$ cat config.mk
export PLATFORM = sky130hd
export DESIGN_NAME = weight_stream_loader
export DESIGN_NICKNAME = d
export VERILOG_FILES = /design/src/rtl/wl_pkg.sv /design/src/rtl/wl_lat_pipe.sv /design/src/rtl/weight_stream_loader.sv
export SDC_FILE = /design/constraint.sdc
export NUM_CORES = 1
export LEC_CHECK = 0
export CORE_ASPECT_RATIO = 1.2
export CORE_MARGIN = 2
export CORE_UTILIZATION = 45
export CTS_CLUSTER_SIZE = 24
export DETAILED_ROUTE_END_ITERATION = 10
export PLACE_DENSITY = 0.68
export SYNTH_ARGS = -nofsm -noshare
export SYNTH_HDL_FRONTEND = slang
export SYNTH_SLANG_ARGS = --single-unit
export TNS_END_PERCENT = 50
$ cat constraint.sdc
create_clock -name clk -period 5.4 [get_ports clk]
set_input_delay 1.35 -clock clk [delete_from_list [all_inputs] [get_ports clk]]
set_output_delay 1.35 -clock clk [all_outputs]
set_load 0.05 [all_outputs]
$ cat src/rtl/wl_pkg.sv
// Shared types and helpers for the weight stream loaders: FSM encoding, clog2,
// and the parameter sets of the individual conv blocks.
package wl_pkg;

    typedef enum logic [1:0] {
        IDLE  = 2'd0,
        FILL  = 2'd1,
        WAIT  = 2'd2,
        DRAIN = 2'd3
    } state_t;

    // Ceiling log2, never narrower than one bit so it can size any port.
    function automatic int clog2(input int value);
        int r;
        r = 0;
        while ((1 << r) < value) r++;
        return (r < 1) ? 1 : r;
    endfunction

    localparam int B1_LANES = 32;  localparam int B1_N_OCH = 64;  localparam int B1_WPR = 4;
    localparam int B2_LANES = 64;  localparam int B2_N_OCH = 64;  localparam int B2_WPR = 4;
    localparam int B3_LANES = 64;  localparam int B3_N_OCH = 128; localparam int B3_WPR = 8;
    localparam int B4_LANES = 128; localparam int B4_N_OCH = 128; localparam int B4_WPR = 8;
    localparam int B5_LANES = 128; localparam int B5_N_OCH = 256; localparam int B5_WPR = 8;

endpackage

$ cat src/rtl/wl_lat_pipe.sv
// Tag pipeline matching the ROM read latency: carries {valid, beat index} of each
// issued read so returning data can be steered into the right shadow lanes.
module wl_lat_pipe #(
    parameter int DEPTH  = 1,
    parameter int BEAT_W = 3
) (
    input  logic              clk,
    input  logic              rst_n,
    input  logic              flush,
    input  logic              in_valid,
    input  logic [BEAT_W-1:0] in_beat,
    output logic              out_valid,
    output logic [BEAT_W-1:0] out_beat
);

    logic [DEPTH-1:0]  valid_q;
    logic [BEAT_W-1:0] beat_q [DEPTH];

    always_ff @(posedge clk or negedge rst_n) begin
        if (!rst_n) begin
            valid_q <= '0;
            for (int i = 0; i < DEPTH; i++) beat_q[i] <= '0;
        end else if (flush) begin
            // Only the valid bits matter; stale beat indices are never used.
            valid_q <= '0;
        end else begin
            valid_q[0] <= in_valid;
            beat_q[0]  <= in_beat;
            for (int i = 1; i < DEPTH; i++) begin
                valid_q[i] <= valid_q[i-1];
                beat_q[i]  <= beat_q[i-1];
            end
        end
    end

    assign out_valid = valid_q[DEPTH-1];
    assign out_beat  = beat_q[DEPTH-1];

endmodule

$ cat src/rtl/weight_stream_loader.sv
// Streams one output channel at a time from a packed weight ROM into a LANES-wide,
// double-buffered weight bus with ready/valid handshake towards the PE array.
module weight_stream_loader
    import wl_pkg::*;
#(
    parameter int  W_BITS  = 7,
    parameter int  WPR     = 4,
    parameter int  LANES   = 32,
    parameter int  N_OCH   = 64,
    parameter int  ROM_LAT = 1,
    localparam int BEATS   = LANES / WPR,
    localparam int ADDR_W  = clog2(N_OCH * BEATS),
    localparam int OCH_W   = clog2(N_OCH)
) (
    input  logic                    clk,
    input  logic                    rst_n,
    input  logic                    start,
    input  logic                    clear,
    output logic                    rom_en,
    output logic [ADDR_W-1:0]       rom_addr,
    input  logic [WPR*W_BITS-1:0]   rom_data,
    output logic [LANES*W_BITS-1:0] w_flat,
    output logic                    w_valid,
    input  logic                    w_ready,
    output logic [OCH_W-1:0]        och_idx,
    output logic [N_OCH-1:0]        och_mask,
    output logic                    busy,
    output logic                    done
);

    localparam int BEAT_W = clog2(BEATS);
    localparam int BCNT_W = clog2(BEATS + 1);

    if (LANES % WPR != 0) begin : g_lanes_check
        $error("weight_stream_loader: LANES (%0d) must be a multiple of WPR (%0d)", LANES, WPR);
    end
    if (ROM_LAT < 1 || ROM_LAT > 4) begin : g_lat_check
        $error("weight_stream_loader: ROM_LAT (%0d) must be within 1..4", ROM_LAT);
    end

    state_t                  state;
    logic [ADDR_W-1:0]       addr_cnt;
    logic [BCNT_W-1:0]       beat_cnt;
    logic [BEAT_W-1:0]       rom_beat;
    logic [OCH_W-1:0]        fill_och;
    logic                    shadow_full;
    logic [LANES*W_BITS-1:0] shadow;
    logic                    tag_valid;
    logic [BEAT_W-1:0]       tag_beat;
    logic                    accept;
    logic                    xfer;

    wl_lat_pipe #(
        .DEPTH  (ROM_LAT),
        .BEAT_W (BEAT_W)
    ) u_lat_pipe (
        .clk       (clk),
        .rst_n     (rst_n),
        .flush     (clear),
        .in_valid  (rom_en),
        .in_beat   (rom_beat),
        .out_valid (tag_valid),
        .out_beat  (tag_beat)
    );

    assign accept = w_valid & w_ready;
    // The active bank is free when empty or being drained in this very cycle.
    assign xfer   = (state == WAIT) & shadow_full & (~w_valid | accept);
    assign busy   = (state != IDLE);

    always_ff @(posedge clk or negedge rst_n) begin
        if (!rst_n) begin
            // NOTE: both weight banks are reset so w_flat is defined from the first cycle.
            state       <= IDLE;
            rom_en      <= 1'b0;
            rom_addr    <= '0;
            rom_beat    <= '0;
            addr_cnt    <= '0;
            beat_cnt    <= '0;
            fill_och    <= '0;
            shadow_full <= 1'b0;
            shadow      <= '0;
            w_flat      <= '0;
            w_valid     <= 1'b0;
            och_idx     <= '0;
            och_mask    <= '0;
            done        <= 1'b0;
        end else if (clear) begin
            // NOTE: clear outranks start and every state transition; banks and och_mask are kept.
            state       <= IDLE;
            rom_en      <= 1'b0;
            rom_addr    <= '0;
            addr_cnt    <= '0;
            beat_cnt    <= '0;
            fill_och    <= '0;
            shadow_full <= 1'b0;
            w_valid     <= 1'b0;
            done        <= 1'b0;
        end else begin
            if (accept) begin
                och_mask[och_idx] <= 1'b1;
                w_valid           <= 1'b0;
            end

            if (tag_valid) begin
                // First weight of the ROM word sits in its MSBs.
                for (int k = 0; k < WPR; k++) begin
                    shadow[(int'(tag_beat) * WPR + k) * W_BITS +: W_BITS] <=
                        rom_data[(WPR - k) * W_BITS - 1 -: W_BITS];
                end
                if (tag_beat == BEAT_W'(BEATS - 1)) shadow_full <= 1'b1;
            end

            case (state)
                IDLE: begin
                    if (start) begin
                        state    <= FILL;
                        done     <= 1'b0;
                        och_mask <= '0;
                        fill_och <= '0;
                        rom_en   <= 1'b1;
                        rom_addr <= '0;
                        rom_beat <= '0;
                        addr_cnt <= ADDR_W'(1);
                        beat_cnt <= BCNT_W'(1);
                    end
                end
                FILL: begin
                    if (beat_cnt == BCNT_W'(BEATS)) begin
                        rom_en <= 1'b0;
                        state  <= WAIT;
                    end else begin
                        rom_en   <= 1'b1;
                        rom_addr <= addr_cnt;
                        rom_beat <= beat_cnt[BEAT_W-1:0];
                        addr_cnt <= addr_cnt + 1'b1;
                        beat_cnt <= beat_cnt + 1'b1;
                    end
                end
                WAIT: begin
                    if (xfer) begin
                        w_flat      <= shadow;
                        och_idx     <= fill_och;
                        w_valid     <= 1'b1;
                        shadow_full <= 1'b0;
                        fill_och    <= fill_och + 1'b1;
                        if (fill_och == OCH_W'(N_OCH - 1)) begin
                            state <= DRAIN;
                        end else begin
                            // Prefetch the next channel while the PE array uses this one.
                            state    <= FILL;
                            rom_en   <= 1'b1;
                            rom_addr <= addr_cnt;
                            rom_beat <= '0;
                            addr_cnt <= addr_cnt + 1'b1;
                            beat_cnt <= BCNT_W'(1);
                        end
                    end
                end
                DRAIN: begin
                    if (accept) begin
                        state <= IDLE;
                        done  <= 1'b1;
                    end
                end
                default: state <= IDLE;
            endcase
        end
    end

endmodule

==> results.sh, run 1 <==
export IMPL_core_area_um2=53400
export IMPL_cts_tree="built"
export IMPL_crit_fanout=17
export IMPL_power_density_nw_per_um2=373
export IMPL_slew_violations=0
export IMPL_die_area_um2=55600
export IMPL_hold_path_class="flip-flop to flip-flop"
export IMPL_clockPowerShare_pct=36.3
export IMPL_end_kind="flip-flop"
export IMPL_rsz0062_at_grt="false"
export IMPL_slowest_stage="a21oi_2"
export IMPL_yosysTopAreaCell="dfrtp_1"
export IMPL_numCtsBuffers=55
export IMPL_synth_ff_type="dfrtp_1"
export IMPL_status="completed"
export IMPL_post_cts_buffers=0
export IMPL_final_layout_size_suffix_gt1_share_pct=19.0
export IMPL_cts_root_buf="clkbuf_16"
export IMPL_dieHeight_um=258
export IMPL_crit_buf_inv=4
export IMPL_yosys_area_share_xor_xnor_pct=0.445
export IMPL_setup_viol=0
export IMPL_leakage_uw=0.0139
export IMPL_first_pass_iters=6
export IMPL_yosys_area_share_simple_pct=11.3
export IMPL_ys_ff_latch=559
export IMPL_drt_iter0_markers=1684
export IMPL_power_switching_uw=3810
export IMPL_start_util_pct=45.2
export IMPL_synth_seq_area_share_pct=57.9
export IMPL_ioPinCount=340
export IMPL_worst_slew_pin_slew_ps=1370
export IMPL_drcViolationCount=0
export IMPL_crit_chain="buf_4 -> inv_1 -> ha_1 -> inv_1 -> fa_1 -> nand2_1 -> a2111oi_2 -> ha_1 -> inv_1 -> o21ai_0 -> a21oi_2 -> a31oi_1 -> a221oi_1 -> a21oi_1"
export IMPL_globalRoute_totalOverflow=0
export IMPL_critPathRequiredTime_ps=5870
export IMPL_swShare_pct=33.4
export IMPL_routed_wl_mm=81.2
export IMPL_clk_pin_slew_ps=60
export IMPL_max_stage_delay_ps=940
export IMPL_path_delay_family="compound AO/OA/AOI/OAI gates"
export IMPL_timing_final_crit_share_pct=84.4
export IMPL_clkLatencyLatePin_ps=620
export IMPL_synth_compound_area_share_pct=12.5
export IMPL_synth_area_top_cells="dfrtp_1 58%, mux2_2 14%, nand2_1 5.2%"
export IMPL_synth_area_um2=24200
export IMPL_wl_per_cell_um=25.1
export IMPL_antenna_found_initial=2
export IMPL_maxUsedRoutingLayer="met5"
export IMPL_yosys_cell_types_count=84
export IMPL_syn_to_final_growth_pct=26.4
export IMPL_met1_length_mm=32.9
export IMPL_synthCells=2124
export IMPL_drv_cap=0
export IMPL_grt_first_pass_wirelength_mm=121
export IMPL_synthAdderAreaFrac_pct=1.18
export IMPL_synthMuxAreaShare_pct=14.4
export IMPL_gp_congestion=0.993
export IMPL_portBuffers=339
export IMPL_wl_met2_mm=38.4
export IMPL_grt_max_degree=120
export IMPL_worstPathArrival_ps=5020
export IMPL_hold_violations=0
export IMPL_ys_warn_count=0
export IMPL_critPathLaunchType="flip-flop"
export IMPL_grtUsageTotal_pct=29.1
export IMPL_yosysMostFrequentCell="dfrtp_1"
export IMPL_min_period_ps=4560
export IMPL_synth_avg_cell_area_um2=11.4
export IMPL_vias=18800
export IMPL_postCtsResizedCells=0
export IMPL_nets=2527
export IMPL_max_freq_mhz=220
export IMPL_internal_power_uw=7590
export IMPL_critPathKind="flip-flop to flip-flop"
export IMPL_htree_levels=2
export IMPL_tns_ps=0
export IMPL_ant_nets=0
export IMPL_ctsHoldBuffers=0
export IMPL_yosysTopAreaCellShare_pct=57.9
export IMPL_skew_ps=22.3
export IMPL_max_slew_margin_rel_pct=8.01
export IMPL_combPwrFrac_pct=24.1
export IMPL_avgViaCountPerCell=5.80
export IMPL_rows=93
export IMPL_seqPwrFrac_pct=39.6
export IMPL_cts_sinks=559
export IMPL_dp_hpwl_mm=58.2
export IMPL_synthesis_nets=2178
export IMPL_grt_pass1_vias=19100
export IMPL_cts_max_path_buffers=3
export IMPL_synth_edf_count=0
export IMPL_synth_top_cells_by_count="559 x dfrtp_1, 333 x nand2_1, 294 x mux2_2"
export IMPL_cpMostUsedCell="inv_1"
export IMPL_async_flop_share_pct=100
export IMPL_dp_cells=3128
export IMPL_ir_drop_mv=0.302
export IMPL_fillers=4466
export IMPL_die_x_um=215
export IMPL_met3WireLength_mm=5.09
export IMPL_synth_top_family_by_area="multiplexers"
export IMPL_final_cells=3231
sequential cells by signal (all words and copies together), names as in the netlist:
| signal | flops |
|---|---|
| och_idx | 6 |
| w_flat | 224 |
| addr_cnt | 9 |
| beat_cnt | 4 |
| shadow_full | 1 |
| u_lat_pipe.out_beat | 3 |
| och_mask | 64 |
| fill_och | 6 |
| state | 2 |
| rom_beat | 3 |
| w_valid | 1 |
| rom_en | 1 |
| shadow | 224 |
| u_lat_pipe.out_valid | 1 |
| rom_addr | 9 |
| done | 1 |
placed cells by master (no fill, tap or decap), types with 19 or more instances in the layout:
cell type,synthesis,routed
mux2_2,294,294
a21oi_1,58,58
a22oi_1,34,34
buf_4,3,48
nand3_1,57,56
inv_1,31,31
o31ai_1,19,19
nand2_1,333,333
dfrtp_1,559,559
clkdlybuf4s50_1,0,338
clkbuf_16,0,56
nor2_1,95,95
o21ai_0,228,228
a22o_1,35,35
nor3_1,21,20
clkbuf_8,0,21
tightest hold or removal path, cell delays in order (launching register included):
cell and delay, ps:
dfrtp_1 340, nand2_1 40, o21ai_0 60
area by class of cell:
type	count	area (µm²)	share of cell area, %
Sequential cell	559	14000	45.8
Multi-Input combinational cell	1430	9650	31.6
Timing Repair Buffer	394	3900	12.8
Clock buffer	84	1720	5.62
Tap cell	712	891	2.92
Clock inverter	18	272	0.889
Inverter	33	124	0.406
Antenna cell	1	2.50	0.00819
power by group through the flow:
| stage | combinational, µW | clock [µW] | sequential (µW) |
|---|---|---|---|
| after floorplan | 1500 | 0 | 4560 |
| after global placement | 2640 | 0 | 4580 |
| after detailed placement | 2660 | 0 | 4590 |
| after CTS | 2670 | 4200 | 4510 |
| after global routing | 2890 | 4350 | 4530 |
| final | 2740 | 4140 | 4510 |
layer usage:
metal	vias to the layer above	GRT usage, %
li1	8264	-
met1	9455	37.6
met2	807	47.6
met3	225	4.56
met4	2	14.9
met5	-	0
per-stage QoR:
| stage | utilization, % | total power, µW | worst slack (ps) | instance area (µm²) | hold WS (ps) |
|---|---|---|---|---|---|
| 2_1_floorplan | - | 6060 | 1270 | 24200 | 435 |
| 3_3_place_gp | 53.5 | 7220 | 973 | 28500 | 456 |
| 3_5_place_dp | 53.5 | 7250 | 973 | 28500 | 467 |
| 4_1_cts | 57.2 | 11400 | 894 | 30500 | 483 |
| 5_1_grt | 57.2 | 11800 | 556 | 30500 | 497 |
| 6_report | 57.2 | 11400 | 844 | 30500 | 477 |
worst paths after layout:
| kind | from | end | slack [ps] | cells past startpoint |
|---|---|---|---|---|
| max in group asynchronous | rst_n | och_mask[13] | 3430 | 2 |
| min in group asynchronous | rst_n | w_flat[68] | 800 | 1 |
| worst max register to register | u_lat_pipe.out_beat[1] | shadow[217] | 840 | 14 |
| worst min register to register | och_mask[13] | och_mask[13] | 480 | 2 |
| worst max-delay path | u_lat_pipe.out_beat[1] | shadow[217] | 840 | 14 |
| worst min-delay path | och_mask[13] | och_mask[13] | 480 | 2 |
cell families (layout without fill, tap and decap cells):
family / count (synthesis) / in the layout
adder cells (fa/ha/maj): 21 / 21
multiplexers: 309 / 309
AO/OA/AOI/OAI: 476 / 476
buffers and inverters: 135 / 529
other: 0 / 1
flip-flops: 559 / 559
XOR/XNOR: 8 / 8
AND/OR/NAND/NOR: 616 / 616
(Power assumes the default switching activity.)
==> inputs of run 2 (changes only) <==
Clock period 5.4 ns to 4.8 ns, I/O delays scaled along.
==> results.sh, run 2 (synthesis results as in run 1) <==
export IMPL_antenna_found_initial=0
export IMPL_grt_pass1_vias=19100
export IMPL_whs_path_depth=2
export IMPL_final_layout_size_suffix_gt1_share_pct=19.7
export IMPL_leakage_uw=0.0140
export IMPL_hp_start="shadow[78]"
export IMPL_ir_drop_mv=0.420
export IMPL_rsz0062_at_grt="false"
export IMPL_r2r_end="shadow[71]"
export IMPL_ioPinCount=340
export IMPL_nets=2546
export IMPL_dieHeight_um=258
export IMPL_syn_to_final_growth_pct=27.0
export IMPL_cts_max_path_buffers=3
export IMPL_slew_violations=0
export IMPL_skew_ps=21.5
export IMPL_max_freq_mhz=226
export IMPL_globalRoute_totalOverflow=0
export IMPL_hold_violations=0
export IMPL_vias=18700
export IMPL_seq_area_um2=14000
export IMPL_critPathLaunchType="flip-flop"
export IMPL_drcViolationCount=0
export IMPL_min_period_ps=4430
export IMPL_final_common_cell="dfrtp_1"
export IMPL_critPathRequiredTime_ps=5340
export IMPL_status="completed"
export IMPL_tns_ps=0
export IMPL_reg_top3="shadow x224, w_flat x224, och_mask x64"
export IMPL_grtUsageTotal_pct=29.1
export IMPL_first_pass_iters=6
export IMPL_wl_per_cell_um=25.0
export IMPL_r2r_slack_ps=370
export IMPL_drt_iter0_markers=1558
export IMPL_timing_final_crit_share_pct=92.2
export IMPL_grt_max_degree=115
export IMPL_worstPathArrival_ps=4960
export IMPL_worst_slew_pin_slew_ps=1220
export IMPL_cts_root_buf="clkbuf_16"
export IMPL_cts_sinks=559
export IMPL_gp_congestion=0.976
export IMPL_avgViaCountPerCell=5.75
export IMPL_ant_nets=0
export IMPL_htree_levels=2
export IMPL_clkLatencyLatePin_ps=620
export IMPL_max_slew_margin_rel_pct=18.1
export IMPL_power_density_nw_per_um2=421
export IMPL_numCtsBuffers=56
export IMPL_ctsHoldBuffers=0
export IMPL_critPathKind="flip-flop to flip-flop"
export IMPL_die_area_um2=55600
export IMPL_place_ws_ps=118
export IMPL_rows=93
export IMPL_min_to="shadow[78]"
export IMPL_final_cells=3253
export IMPL_rr_startpoint="u_lat_pipe.out_beat[0]"
export IMPL_end_kind="flip-flop"
export IMPL_start_util_pct=45.2
export IMPL_hold_path_class="flip-flop to flip-flop"
export IMPL_die_x_um=215
export IMPL_core_area_um2=53400
export IMPL_crit_fanout=7
export IMPL_setup_viol=0
export IMPL_cts_tree="built"
export IMPL_fin_ws_ps=375
export IMPL_grt_first_pass_wirelength_mm=121
export IMPL_finalInstanceArea_um2=30700
export IMPL_fin_util_pct=57.4
export IMPL_final_cell_mix="559 x dfrtp_1, 338 x clkdlybuf4s50_1, 333 x nand2_1"
export IMPL_clk_pin_slew_ps=60
export IMPL_r2r_worst_path_cells=12
export IMPL_routed_wl_mm=81.4
export IMPL_portBuffers=339
export IMPL_dpl_cell_area_um2=28700
export IMPL_dp_hpwl_mm=58.8
export IMPL_dp_cells=3146
export IMPL_fillers=4500
export IMPL_drv_cap=0
export IMPL_multi_input_area_um2=9650
## run 2: cell count changes in the layout (fill, tap and decap cells not counted), moves of 2 or more
cell / delta
buf_4: +19
bufinv_16: +3
clkbuf_8: -12
clkinv_2: +8
clkinv_4: -3
clkinvlp_4: +2
inv_6: +4
## run 2: how the worst max path moves through the flow
stage	slack [ps]	end	depth (start not counted)	startpoint
finish	370	shadow[71]	12	u_lat_pipe.out_beat[0]
global route	150	shadow[134]	13	u_lat_pipe.out_beat[0]
CTS	90	shadow[71]	12	u_lat_pipe.out_beat[0]
detailed placement	120	shadow[71]	12	u_lat_pipe.out_beat[0]
global placement	150	shadow[71]	12	u_lat_pipe.out_beat[0]
floorplan	670	shadow[4]	15	u_lat_pipe.out_beat[1]
## run 2: area by class of cell
type	count	area share, %
inverters	33	0.404
clock buffers	74	5.15
clock inverters	31	1.33
diodes	2	0.0163
multi-input cells	1430	31.5
well taps	712	2.90
flip-flops and latches	559	45.6
repair buffers	412	13.1
## run 2: through the flow
step	hold slack [ps]	total power (µW)
after floorplan	435	6820
after global placement	459	8140
after detailed placement	467	8180
after CTS	477	12900
after global routing	500	13400
final	476	12900
## run 2: worst max-delay path: stages, from the launching register on
cell and delay, ps:
dfrtp_1 410, fa_1 480, ha_1 240, fa_1 460, or2_2 320, a2111oi_2 420
ha_1 250, inv_1 170, nor2_1 140, buf_4 170, nor4bb_2 700, a32o_1 410
mux2_1 180
## run 2: timing repair
action,CTS,global route
setup buffers,0,0
endpoints found under the setup margin,0,1
gates resized for setup,0,1
## run 2: power breakdown
group          total, µW  internal, µW  switching (µW)
Clock               4710          2810            1900
Sequential          5080          4920             158
Combinational       3120           845            2280
Total              12900          8570            4340
## run 2: per-layer routing
| metal | up-vias | share of wire [%] | track usage, % |
|---|---|---|---|
| li1 | 8290 | - | - |
| met1 | 9406 | 41 | 37.7 |
| met2 | 774 | 47 | 47.0 |
| met3 | 244 | 6.1 | 4.41 |
| met4 | 0 | 6.4 | 16.6 |
| met5 | - | 0 | 0 |
